$ cat config.mk
export PLATFORM = sky130hd
export DESIGN_NAME = qea_host_ctrl
export DESIGN_NICKNAME = d
export VERILOG_FILES = /design/src/rtl/qea_pkg.sv /design/src/rtl/qea_res_fifo.sv /design/src/rtl/qea_host_ctrl.sv
export SDC_FILE = /design/constraint.sdc
export NUM_CORES = 1
export LEC_CHECK = 0
export CORE_AREA = 5 5 386 388
export DETAILED_ROUTE_END_ITERATION = 10
export DIE_AREA = 0 0 391 393
export PLACE_DENSITY = 0.45
export SYNTH_ARGS = -nofsm -noshare
export SYNTH_HDL_FRONTEND = slang
export SYNTH_SLANG_ARGS = --single-unit
$ cat constraint.sdc
create_clock -name clk -period 18.2 [get_ports clk]
set_input_delay 1.82 -clock clk [delete_from_list [all_inputs] [get_ports clk]]
set_output_delay 1.82 -clock clk [all_outputs]
set_load 0.02 [all_outputs]
$ cat src/rtl/qea_pkg.sv
// ----------------------------------------------------------------------------
// qea_pkg : shared FSM encoding, fixed-point one and qubit range check
// Rev 1.0
// ----------------------------------------------------------------------------
`default_nettype none

package qea_pkg;

  typedef enum logic [2:0] {
    S_IDLE       = 3'd0,
    S_LOAD_CTX   = 3'd1,
    S_INIT_STATE = 3'd2,
    S_START      = 3'd3,
    S_RUN        = 3'd4,
    S_READ       = 3'd5
  } state_e;

  // 1.0 in the default Q2.30 real/imag format
  localparam logic [31:0] ONE_FIXED = 32'h4000_0000;

  function automatic logic qbit_ok(input int unsigned qbit,
                                   input int unsigned pe_w,
                                   input int unsigned addr_w);
    return (qbit > pe_w) && (qbit <= addr_w + pe_w);
  endfunction

endpackage

`default_nettype wire

$ cat src/rtl/qea_res_fifo.sv
// ----------------------------------------------------------------------------
// qea_res_fifo : small synchronous FIFO with occupancy count
// Rev 1.0
// ----------------------------------------------------------------------------
`default_nettype none

module qea_res_fifo #(
  parameter int WIDTH = 256,
  parameter int DEPTH = 2
) (
  input  logic                           clk,
  input  logic                           rst,
  input  logic                           i_push,
  input  logic [WIDTH-1:0]               i_data,
  input  logic                           i_pop,
  output logic [WIDTH-1:0]               o_data,
  output logic [$clog2(DEPTH+1)-1:0]     o_count
);

  localparam int c_aw = (DEPTH > 1) ? $clog2(DEPTH) : 1;
  localparam int c_cw = $clog2(DEPTH+1);
  localparam logic [c_cw-1:0] c_full = c_cw'(DEPTH);
  localparam logic [c_aw-1:0] c_last = c_aw'(DEPTH-1);

  logic [WIDTH-1:0] r_mem [DEPTH];
  logic [c_aw-1:0]  r_wr_ptr;
  logic [c_aw-1:0]  r_rd_ptr;
  logic [c_cw-1:0]  r_count;
  logic             w_do_push;
  logic             w_do_pop;

  assign w_do_push = i_push && (r_count != c_full);
  assign w_do_pop  = i_pop && (r_count != '0);
  assign o_data    = r_mem[r_rd_ptr];
  assign o_count   = r_count;

  always_ff @(posedge clk) begin
    if (w_do_push) begin
      r_mem[r_wr_ptr] <= i_data;
    end
  end

  always_ff @(posedge clk) begin
    if (rst) begin
      r_wr_ptr <= '0;
      r_rd_ptr <= '0;
      r_count  <= '0;
    end else begin
      if (w_do_push) begin
        r_wr_ptr <= (r_wr_ptr == c_last) ? '0 : r_wr_ptr + c_aw'(1);
      end
      if (w_do_pop) begin
        r_rd_ptr <= (r_rd_ptr == c_last) ? '0 : r_rd_ptr + c_aw'(1);
      end
      case ({w_do_push, w_do_pop})
        2'b10:   r_count <= r_count + c_cw'(1);
        2'b01:   r_count <= r_count - c_cw'(1);
        default: r_count <= r_count;
      endcase
    end
  end

endmodule

`default_nettype wire

$ cat src/rtl/qea_host_ctrl.sv
// ----------------------------------------------------------------------------
// qea_host_ctrl : loads context, seeds |0..0>, runs QEA and drains the state
// Rev 1.0
// ----------------------------------------------------------------------------
`default_nettype none

module qea_host_ctrl
  import qea_pkg::*;
#(
  parameter int PE_NUM_WIDTH            = 2,
  parameter int PE_NUM                  = 4,
  parameter int DATA_WIDTH              = 32,
  parameter int STATE_DATA_WIDTH        = 64,
  parameter int STATE_ADDR_WIDTH        = 16,
  parameter int GATE_CONTEXT_DATA_WIDTH = 64,
  parameter int GATE_CONTEXT_ADDR_WIDTH = 16,
  parameter int MAX_QBIT_WIDTH          = 6,
  parameter int NUM_FRAC_BIT            = 30,
  parameter int STATE_RD_LAT            = 1
) (
  input  logic                                 clk,
  input  logic                                 rst,
  input  logic                                 i_cmd_valid,
  output logic                                 o_cmd_ready,
  input  logic [MAX_QBIT_WIDTH-1:0]            i_cmd_qbit_num,
  input  logic [GATE_CONTEXT_ADDR_WIDTH:0]     i_cmd_ins_num,
  input  logic                                 i_ctx_valid,
  output logic                                 o_ctx_ready,
  input  logic [GATE_CONTEXT_DATA_WIDTH-1:0]   i_ctx_data,
  output logic                                 o_res_valid,
  input  logic                                 i_res_ready,
  output logic [PE_NUM*STATE_DATA_WIDTH-1:0]   o_res_data,
  output logic                                 o_res_last,
  output logic                                 o_busy,
  output logic                                 o_err,
  output logic [31:0]                          o_cycle_count,
  output logic                                 o_ctx_en,
  output logic                                 o_ctx_wea,
  output logic [GATE_CONTEXT_ADDR_WIDTH-1:0]   o_ctx_addr,
  output logic [GATE_CONTEXT_DATA_WIDTH-1:0]   o_ctx_data,
  output logic                                 o_state_ena,
  output logic                                 o_state_wea,
  output logic [STATE_ADDR_WIDTH-1:0]          o_state_addra,
  output logic [PE_NUM*STATE_DATA_WIDTH-1:0]   o_state_dina,
  output logic                                 o_start,
  input  logic                                 i_complete,
  input  logic [PE_NUM*STATE_DATA_WIDTH-1:0]   i_state_dout
);

  localparam int c_word_w     = PE_NUM*STATE_DATA_WIDTH;
  localparam int c_fifo_depth = STATE_RD_LAT + 1;
  localparam int c_cnt_w      = $clog2(c_fifo_depth + 1);
  localparam logic [DATA_WIDTH-1:0] c_one_fixed =
    (DATA_WIDTH == 32 && NUM_FRAC_BIT == 30) ? DATA_WIDTH'(ONE_FIXED)
                                             : (DATA_WIDTH'(1) << NUM_FRAC_BIT);
  localparam logic [c_word_w-1:0] c_word0 = {c_one_fixed, {(c_word_w-DATA_WIDTH){1'b0}}};

  state_e                             r_state;
  logic [GATE_CONTEXT_ADDR_WIDTH:0]   r_ins_num;
  logic [GATE_CONTEXT_ADDR_WIDTH:0]   r_ctx_idx;
  logic [STATE_ADDR_WIDTH-1:0]        r_depth_m1;
  logic [STATE_ADDR_WIDTH-1:0]        r_addr;
  logic [STATE_ADDR_WIDTH-1:0]        r_out_idx;
  logic                               r_rd_all;
  logic                               r_armed;
  logic [31:0]                        r_cnt;
  logic [31:0]                        r_cycle_count;
  logic [STATE_RD_LAT-1:0]            r_rd_sh;
  logic                               r_err;
  logic                               r_ctx_en;
  logic [GATE_CONTEXT_ADDR_WIDTH-1:0] r_ctx_addr;
  logic [GATE_CONTEXT_DATA_WIDTH-1:0] r_ctx_data;

  logic                               w_qbit_ok;
  logic [STATE_ADDR_WIDTH-1:0]        w_depth_m1;
  logic                               w_issue;
  logic                               w_push;
  logic                               w_pop;
  logic                               w_res_valid;
  logic                               w_state_ena;
  logic [c_cnt_w-1:0]                 w_fifo_count;
  logic [c_word_w-1:0]                w_fifo_data;
  int                                 w_inflight;

  assign w_qbit_ok  = qbit_ok(32'(i_cmd_qbit_num), PE_NUM_WIDTH, STATE_ADDR_WIDTH);
  assign w_depth_m1 = STATE_ADDR_WIDTH'((32'd1 << (32'(i_cmd_qbit_num) - 32'(PE_NUM_WIDTH))) - 32'd1);

  // Credit counts a word leaving this cycle so back-to-back reads sustain full rate
  assign w_inflight  = $countones(r_rd_sh);
  assign w_res_valid = (r_state == S_READ) && (w_fifo_count != '0);
  assign w_pop       = w_res_valid && i_res_ready;
  assign w_push      = r_rd_sh[STATE_RD_LAT-1];
  assign w_issue     = (r_state == S_READ) && !r_rd_all &&
                       ((w_inflight + int'(w_fifo_count) - int'(w_pop)) < c_fifo_depth);

  assign w_state_ena   = (r_state == S_INIT_STATE) || w_issue;
  assign o_state_ena   = w_state_ena;
  assign o_state_wea   = (r_state == S_INIT_STATE);
  assign o_state_addra = w_state_ena ? r_addr : '0;
  assign o_state_dina  = ((r_state == S_INIT_STATE) && (r_addr == '0)) ? c_word0 : '0;

  assign o_cmd_ready   = (r_state == S_IDLE);
  assign o_ctx_ready   = (r_state == S_LOAD_CTX);
  assign o_busy        = (r_state != S_IDLE);
  assign o_start       = (r_state == S_START);
  assign o_err         = r_err;
  assign o_cycle_count = r_cycle_count;
  assign o_ctx_en      = r_ctx_en;
  assign o_ctx_wea     = r_ctx_en;
  assign o_ctx_addr    = r_ctx_addr;
  assign o_ctx_data    = r_ctx_data;

  assign o_res_valid = w_res_valid;
  assign o_res_data  = w_res_valid ? w_fifo_data : '0;
  assign o_res_last  = w_res_valid && (r_out_idx == r_depth_m1);

  qea_res_fifo #(
    .WIDTH (c_word_w),
    .DEPTH (c_fifo_depth)
  ) u_res_fifo (
    .clk     (clk),
    .rst     (rst),
    .i_push  (w_push),
    .i_data  (i_state_dout),
    .i_pop   (w_pop),
    .o_data  (w_fifo_data),
    .o_count (w_fifo_count)
  );

  always_ff @(posedge clk) begin
    if (rst) begin
      r_state       <= S_IDLE;
      r_ins_num     <= '0;
      r_ctx_idx     <= '0;
      r_depth_m1    <= '0;
      r_addr        <= '0;
      r_out_idx     <= '0;
      r_rd_all      <= 1'b0;
      r_armed       <= 1'b0;
      r_cnt         <= '0;
      r_cycle_count <= '0;
      r_rd_sh       <= '0;
      r_err         <= 1'b0;
      r_ctx_en      <= 1'b0;
      r_ctx_addr    <= '0;
      r_ctx_data    <= '0;
    end else begin
      r_err    <= 1'b0;
      r_ctx_en <= 1'b0;
      r_rd_sh  <= (r_rd_sh << 1) | STATE_RD_LAT'(w_issue);

      case (r_state)
        S_IDLE: begin
          if (i_cmd_valid) begin
            if (w_qbit_ok) begin
              r_ins_num  <= i_cmd_ins_num;
              r_depth_m1 <= w_depth_m1;
              r_ctx_idx  <= '0;
              r_addr     <= '0;
              r_state    <= (i_cmd_ins_num == '0) ? S_INIT_STATE : S_LOAD_CTX;
            end else begin
              r_err <= 1'b1;
            end
          end
        end

        S_LOAD_CTX: begin
          if (i_ctx_valid) begin
            r_ctx_en   <= 1'b1;
            r_ctx_addr <= GATE_CONTEXT_ADDR_WIDTH'(r_ctx_idx);
            r_ctx_data <= i_ctx_data;
            r_ctx_idx  <= r_ctx_idx + (GATE_CONTEXT_ADDR_WIDTH+1)'(1);
            if (r_ctx_idx + (GATE_CONTEXT_ADDR_WIDTH+1)'(1) == r_ins_num) begin
              r_state <= S_INIT_STATE;
            end
          end
        end

        S_INIT_STATE: begin
          if (r_addr == r_depth_m1) begin
            r_addr  <= '0;
            r_cnt   <= 32'd1;
            r_state <= S_START;
          end else begin
            r_addr <= r_addr + STATE_ADDR_WIDTH'(1);
          end
        end

        S_START: begin
          r_cnt   <= r_cnt + 32'd1;
          r_armed <= 1'b0;
          r_state <= S_RUN;
        end

        S_RUN: begin
          if (r_cnt != '1) begin
            r_cnt <= r_cnt + 32'd1;
          end
          // complete is ignored in the first RUN cycle
          r_armed <= 1'b1;
          if (r_armed && i_complete) begin
            r_cycle_count <= r_cnt;
            r_addr        <= '0;
            r_rd_all      <= 1'b0;
            r_out_idx     <= '0;
            r_state       <= S_READ;
          end
        end

        S_READ: begin
          if (w_issue) begin
            if (r_addr == r_depth_m1) begin
              r_rd_all <= 1'b1;
            end else begin
              r_addr <= r_addr + STATE_ADDR_WIDTH'(1);
            end
          end
          if (w_pop) begin
            if (r_out_idx == r_depth_m1) begin
              r_state <= S_IDLE;
            end else begin
              r_out_idx <= r_out_idx + STATE_ADDR_WIDTH'(1);
            end
          end
        end

        default: r_state <= S_IDLE;
      endcase
    end
  end

endmodule

`default_nettype wire

## Yosys cells after proc, flatten, opt, wreduce, memory -nomap -nowiden

Memories as Yosys holds them, arrays and structs flattened. A register that Yosys moved wholly into a read port is not among the register bits.
Index checks and enable logic that the tools add are counted.

| word-level totals | value |
|---|---|
| register bits | 238 |
| RAM bits | 512 |
| bits of input ports | 349 |
| output and inout port bits | 651 |
| logic and storage cells | 141 |
| memories kept | 1 |

| operators by class | value |
|---|---|
| $add $sub $neg | 12 |
| $lt $le $gt $ge | 3 |
| eq/ne operators | 25 |
| shifts and indexed selects | 1 |
| mux-type cells | 44 |
| bitwise gates (word level) | 3 |
| reduce and logical (&&, ||, !) cells | 34 |

Memory list:

| memory | depth | width | read ports | clocked after Yosys merged registers in | write ports | line | source |
|---|---|---|---|---|---|---|---|
| u_res_fifo.r_mem | 2 | 256 | 1 | 1 | 1 | qea_res_fifo.sv:25 | `logic [WIDTH-1:0] r_mem [DEPTH];` |

Operators by type and width:

| cell | count |
|---|---|
| 2-to-1 mux 256 bit | 1 |
| 2-to-1 mux 255 bit | 1 |
| 2-to-1 mux 16 bit | 9 |
| case mux 32 bit (3 select lines) | 1 |
| 2-to-1 mux 32 bit | 2 |
| case mux 16 bit (4 select lines) | 1 |
| 2-to-1 mux 17 bit | 3 |
| case mux 17 bit (2 select lines) | 1 |
| adder 16 x 1 -> 16 bit, second input constant | 2 |
| adder 32 x 1 -> 32 bit, second input constant | 1 |
| == test 16 bit | 2 |
| inequality test 32 bit, second input constant | 1 |
| case mux 16 bit (2 select lines) | 1 |
| left shift 1 x 32 -> 16 bit, first input constant | 1 |
| 2-to-1 mux 3 bit | 8 |
| case mux 3 bit (6 select lines) | 1 |
| adder 17 x 1 -> 17 bit, second input constant | 1 |
| == test 17 bit | 1 |
| logical NOT 17 bit | 1 |
| logical NOT 16 bit | 1 |
| inequality test 2 bit, second input constant | 8 |
| subtractor 16 x 1 -> 16 bit, second input constant | 1 |
| inequality test 2 x 1 -> 1 bit, second input constant | 6 |
| AND reduction 4 bit | 3 |
| 32 further kinds | 64 |

## Logic depth before layout (Yosys ltp)

| logic depth | value |
|---|---|
| depth in word-level cells | 8 |
| depth in mapped cells | 16 |
| mapped depth without buffers | 13 |

## Cells and area by module

From an unflattened synthesis, not the netlist that was laid out.

| unflattened totals | value |
|---|---|
| cell total of the unflattened synthesis | 2793 |
| area, all modules | 33520.9 um2 |

By module, submodules not included:

| module | instances | cells an instance | area an instance (um2) | seq. area each (um2) |
|---|---|---|---|---|
| qea_res_fifo | 1 | 820 | 18753.0 | 15474.8 |
| qea_host_ctrl | 1 | 1973 | 14767.9 | 4684.5 |

## Worst setup path before layout

No wires, ideal clock.

| timing path | value |
|---|---|
| path kind | register -> register |
| from | register u_res_fifo.r_count[0] (netlist: u_res_fifo.o_count[0]) |
| to | memory u_res_fifo.r_mem[0][0], enable pin |
| library setup time | 0.879 ns |
| arrival | 11.434 ns |
| required time | 17.321 ns |
| setup slack | 5.887 ns |
| stages on the path, launching flop included | 4 |
| buffers on the path | 1 |
| clock period less this slack | 12.313 ns |
| cells stage by stage | dfxtp_1 > clkbuf_1 > o21ai_0 > nor2_1 |

| on the way | value |
|---|---|
| cells in the longest elaborated chain, start to end | 4 |

RTL lines:

| element | line | source |
|---|---|---|
| start, declared | qea_res_fifo.sv:28 | `logic [c_cw-1:0] r_count;` |
| start signal, assigned | qea_res_fifo.sv:56 | `2'b10: r_count <= r_count + c_cw'(1);` |
| start signal, assigned | qea_res_fifo.sv:57 | `2'b01: r_count <= r_count - c_cw'(1);` |
| start signal, assigned | qea_res_fifo.sv:58 | `default: r_count <= r_count;` |
| inequality test 2 bit | qea_res_fifo.sv:32 | `assign w_do_push = i_push && (r_count != c_full);` |
| logical AND 1 bit | qea_res_fifo.sv:32 |  |
| 2-to-1 mux 1 bit | qea_res_fifo.sv:38 | `if (w_do_push) begin` |
| 2-to-1 mux 1 bit (not written as such) | qea_res_fifo.sv:39 | `r_mem[r_wr_ptr] <= i_data;` |
| end, declared | qea_res_fifo.sv:25 |  |

No other way between the ends.

## Worst setup path in the final report

| timing path | value |
|---|---|
| from | input i_res_ready |
| to | output o_state_addra[12] |

| on the way | value |
|---|---|
| cells in the longest elaborated chain, start to end | 6 |

RTL lines:

| element | line | source |
|---|---|---|
| start, declared | qea_host_ctrl.sv:31 | `input logic i_res_ready,` |
| logical AND 1 bit | qea_host_ctrl.sv:91 | `assign w_pop = w_res_valid && i_res_ready;` |
| subtractor 3 x 1 -> 4 bit | qea_host_ctrl.sv:94 | `((w_inflight + int'(w_fifo_count) - int'(w_pop)) < c_fifo_depth);` |
| < comparator 4 x 3 -> 1 bit | qea_host_ctrl.sv:94 |  |
| logical AND 1 bit | qea_host_ctrl.sv:93 | `assign w_issue = (r_state == S_READ) && !r_rd_all &&` |
| logical OR 1 bit | qea_host_ctrl.sv:96 | `assign w_state_ena = (r_state == S_INIT_STATE) \|\| w_issue;` |
| 2-to-1 mux 16 bit | qea_host_ctrl.sv:99 | `assign o_state_addra = w_state_ena ? r_addr : '0;` |
| end, declared | qea_host_ctrl.sv:43 | `output logic [STATE_ADDR_WIDTH-1:0] o_state_addra,` |

No other way between the ends.

==> metrics.txt <==
result of the run completed; setup repair after global routing missed its margin false; hold bufs inserted after CTS 0; register area share after synthesis 0.6265; final weighted congestion in routability-driven placement 0.7817; placed cells 5315; Post-CTS Repair Setup Buffers 0; number of cells in the finished layout apart from fillers 5492; Total Die Area 153700 um2; simple-gate area share of the yosys netlist 0.1291; commonest cells after routing, fill and taps aside sky130_fd_sc_hd__clkdlybuf4s50_1, sky130_fd_sc_hd__edfxtp_1, sky130_fd_sc_hd__nor2_1; time the worst path needs with I/O delays and setup 6973 ps; Setup violations, final 0; Die Height 393 um; Core ar. 145000 um2; Top-Level Pins 1000; power density over the cells 97.87 nW/um2; worst hold start o_ctx_addr[13]; pin count of the biggest net entering global routing 132; post-route clock period utilization 0.3831; crit end category primary output; final setup TNS 0 ps; total of warnings raised by yosys 0; antenna violations before repair 53; critical path startpoint category input pin; worst voltage drop across the vdd grid 0.00006502 V; first-pass GRT wire length 151.6 mm; WP data arrival 5150 ps; post-synthesis xor/xnor area fraction 0.03158; share of layout cells above drive strength 1 0.05059; total clock buffers created by CTS 91; Clock Tree Root sky130_fd_sc_hd__clkbuf_16; die width 391 um; Synth Area in Compound Gates 0.04655; Tightest Pin Transition 1124 ps; WL/cell 19.77 um; crit-path max FO 11; initial detailed-routing violation count 1057; most used routing layer in global routing met2; global routing usage summed across all routing layers 0.1336; count of port buffers added during placement 744; effective utilization at floorplan 0.2218; share of cell area taken by muxes after synthesis 0.08151; Gate Count Post-Synth 2777; Post-layout nets 3850; Post-synth EDFFs 512; dominant combinational cell family by area after synthesis simple AND/OR/NAND/NOR gates; Cell Area, Synth 32180 um2; detailed-routing iteration count for the pre-antenna-repair pass 5; deepest clock path buffer count 3; Worst-path clk slew 50 ps; gr ovfl total 0; CTS-repair resized insts 0; count of unique library cells instantiated by Yosys 71; clock latency on the worst-skew pair 700 ps; sink count of the clock tree 751; DR vias 22.30k; remaining max-slew budget at the tightest pin 0.2505; required arrival time at the worst endpoint 16380 ps; Area Growth Syn to Fin 35.76%; worst setup path startpoint i_res_ready; Std-Cell Rows 140; vias per cell 4.061; fmax 143.4 MHz; average cell area after synthesis 11.59 um2; global routing usage on met1 0.1581; clock tree from TritonCTS yes; worst setup path category in2out; HPWL after detailed placement 79.13 mm; type of the most critical hold path reg2reg; register bit count reported by yosys 751; Total Power 4.275 mW; final wirelength 108.6 mm; number of global-route vias before repair 21.80k; most common cell after layout, fill and taps aside sky130_fd_sc_hd__clkdlybuf4s50_1; worst clock skew 49.14 ps; global-route met3 utilization 0.05438; most used flip-flop cell after synthesis sky130_fd_sc_hd__edfxtp_1; RR Startpoint r_state[2]; antenna viol nets, final 0; residual DRC count 0; hold violation count in the final report 0; area share of fa/ha/maj cells after synthesis 0.004122; static leakage 14.18 nW; number of max-slew violations in the final report 0; max-cap check violation count 0; share of async-settable or async-resettable flops after synthesis 0; fraction of met2 tracks used by global routing 0.2243; total number of H-tree levels 3
## layer usage
metal / routed length, um / vias to the layer above
met2: 51680 / 784
met1: 43930 / 10660
li1: - / 10640
met5: 396 / -
met4: 2245 / 56
met3: 10300 / 174
## cells in the mapped netlist (all sizes together) (22+ instances only)
library cell	instances	share of area
xor2	46	0.013
nor2	398	0.046
or3	22	0.0043
a21oi	179	0.028
nor3	34	0.0056
buf	281	0.063
nand2	321	0.038
dfxtp	239	0.15
xnor2	70	0.019
nand3	36	0.0061
edfxtp	512	0.48
o21ai	45	0.0070
inv	23	0.0027
nor4	23	0.0051
clkbuf	122	0.014
nand4	30	0.0058
mux2i	262	0.082
## where the power goes
group          internal, mW  switching, mW
Clock                  1.02          0.737
Sequential             1.88         0.0442
Combinational         0.216          0.384
Total                  3.11           1.17
## state kept, by name, indices dropped and copies added, names as in the netlist, 17 cells and up, named ones only
name / count
u_res_fifo.r_mem: 512
r_ins_num: 17
o_cycle_count: 32
o_ctx_data: 64
r_ctx_idx: 17
r_cnt: 32
## stage by stage
| step | hold slack (ps) | utilization | area, um2 | worst slack (ps) |
|---|---|---|---|---|
| final | 449.1 | 0.3012 | 43680 | 11230 |
| after global routing | 467.5 | 0.3009 | 43640 | 11020 |
| after CTS | 453.1 | 0.3009 | 43640 | 11180 |
| after detailed placement | 445.4 | 0.2810 | 40760 | 11190 |
| after global placement | 441.1 | 0.2810 | 40760 | 11140 |
| after floorplan | 447.8 | - | 33130 | 5887 |
## area by class of cell
cell class	instances	area (um2)
fill	14980	101400
sequential	751	20160
multi-input combinational	1854	10430
timing repair buffer	770	7681
clock buffer	117	2470
tap	1917	2399
clock inverter	43	411.6
inverter	23	86.33
antenna	17	42.54
## logic make-up (layout without fill, tap and decap cells)
kind of cell,Yosys count,in the layout
compound gates,268,268
xor+xnor,116,116
fa+ha+maj,10,10
buf+inv,426,953
flops,751,751
mux,262,262
other cells,1,272
simple gates,943,943
## path summary, 6_finish.rpt
path | endpoint | slack [ps] | cells after the start
min | o_ctx_addr[13] | 450 | 2
max | o_state_addra[12] | 11230 | 11
min reg2reg | o_ctx_addr[13] | 450 | 2
max reg2reg | r_addr[13] | 13660 | 12
## worst max-delay path, cell delays in order
cell and delay (ps):
sky130_fd_sc_hd__clkdlybuf4s50_1 520, sky130_fd_sc_hd__nand3b_1 280, sky130_fd_sc_hd__xnor2_1 240, sky130_fd_sc_hd__nand2_1 90, sky130_fd_sc_hd__fa_1 400, sky130_fd_sc_hd__xor2_1 250
sky130_fd_sc_hd__nor4b_4 90, sky130_fd_sc_hd__nor2_1 530, sky130_fd_sc_hd__buf_4 300, sky130_fd_sc_hd__nor2b_1 60, sky130_fd_sc_hd__clkdlybuf4s50_1 540
Power figures use the tool's default switching activity.
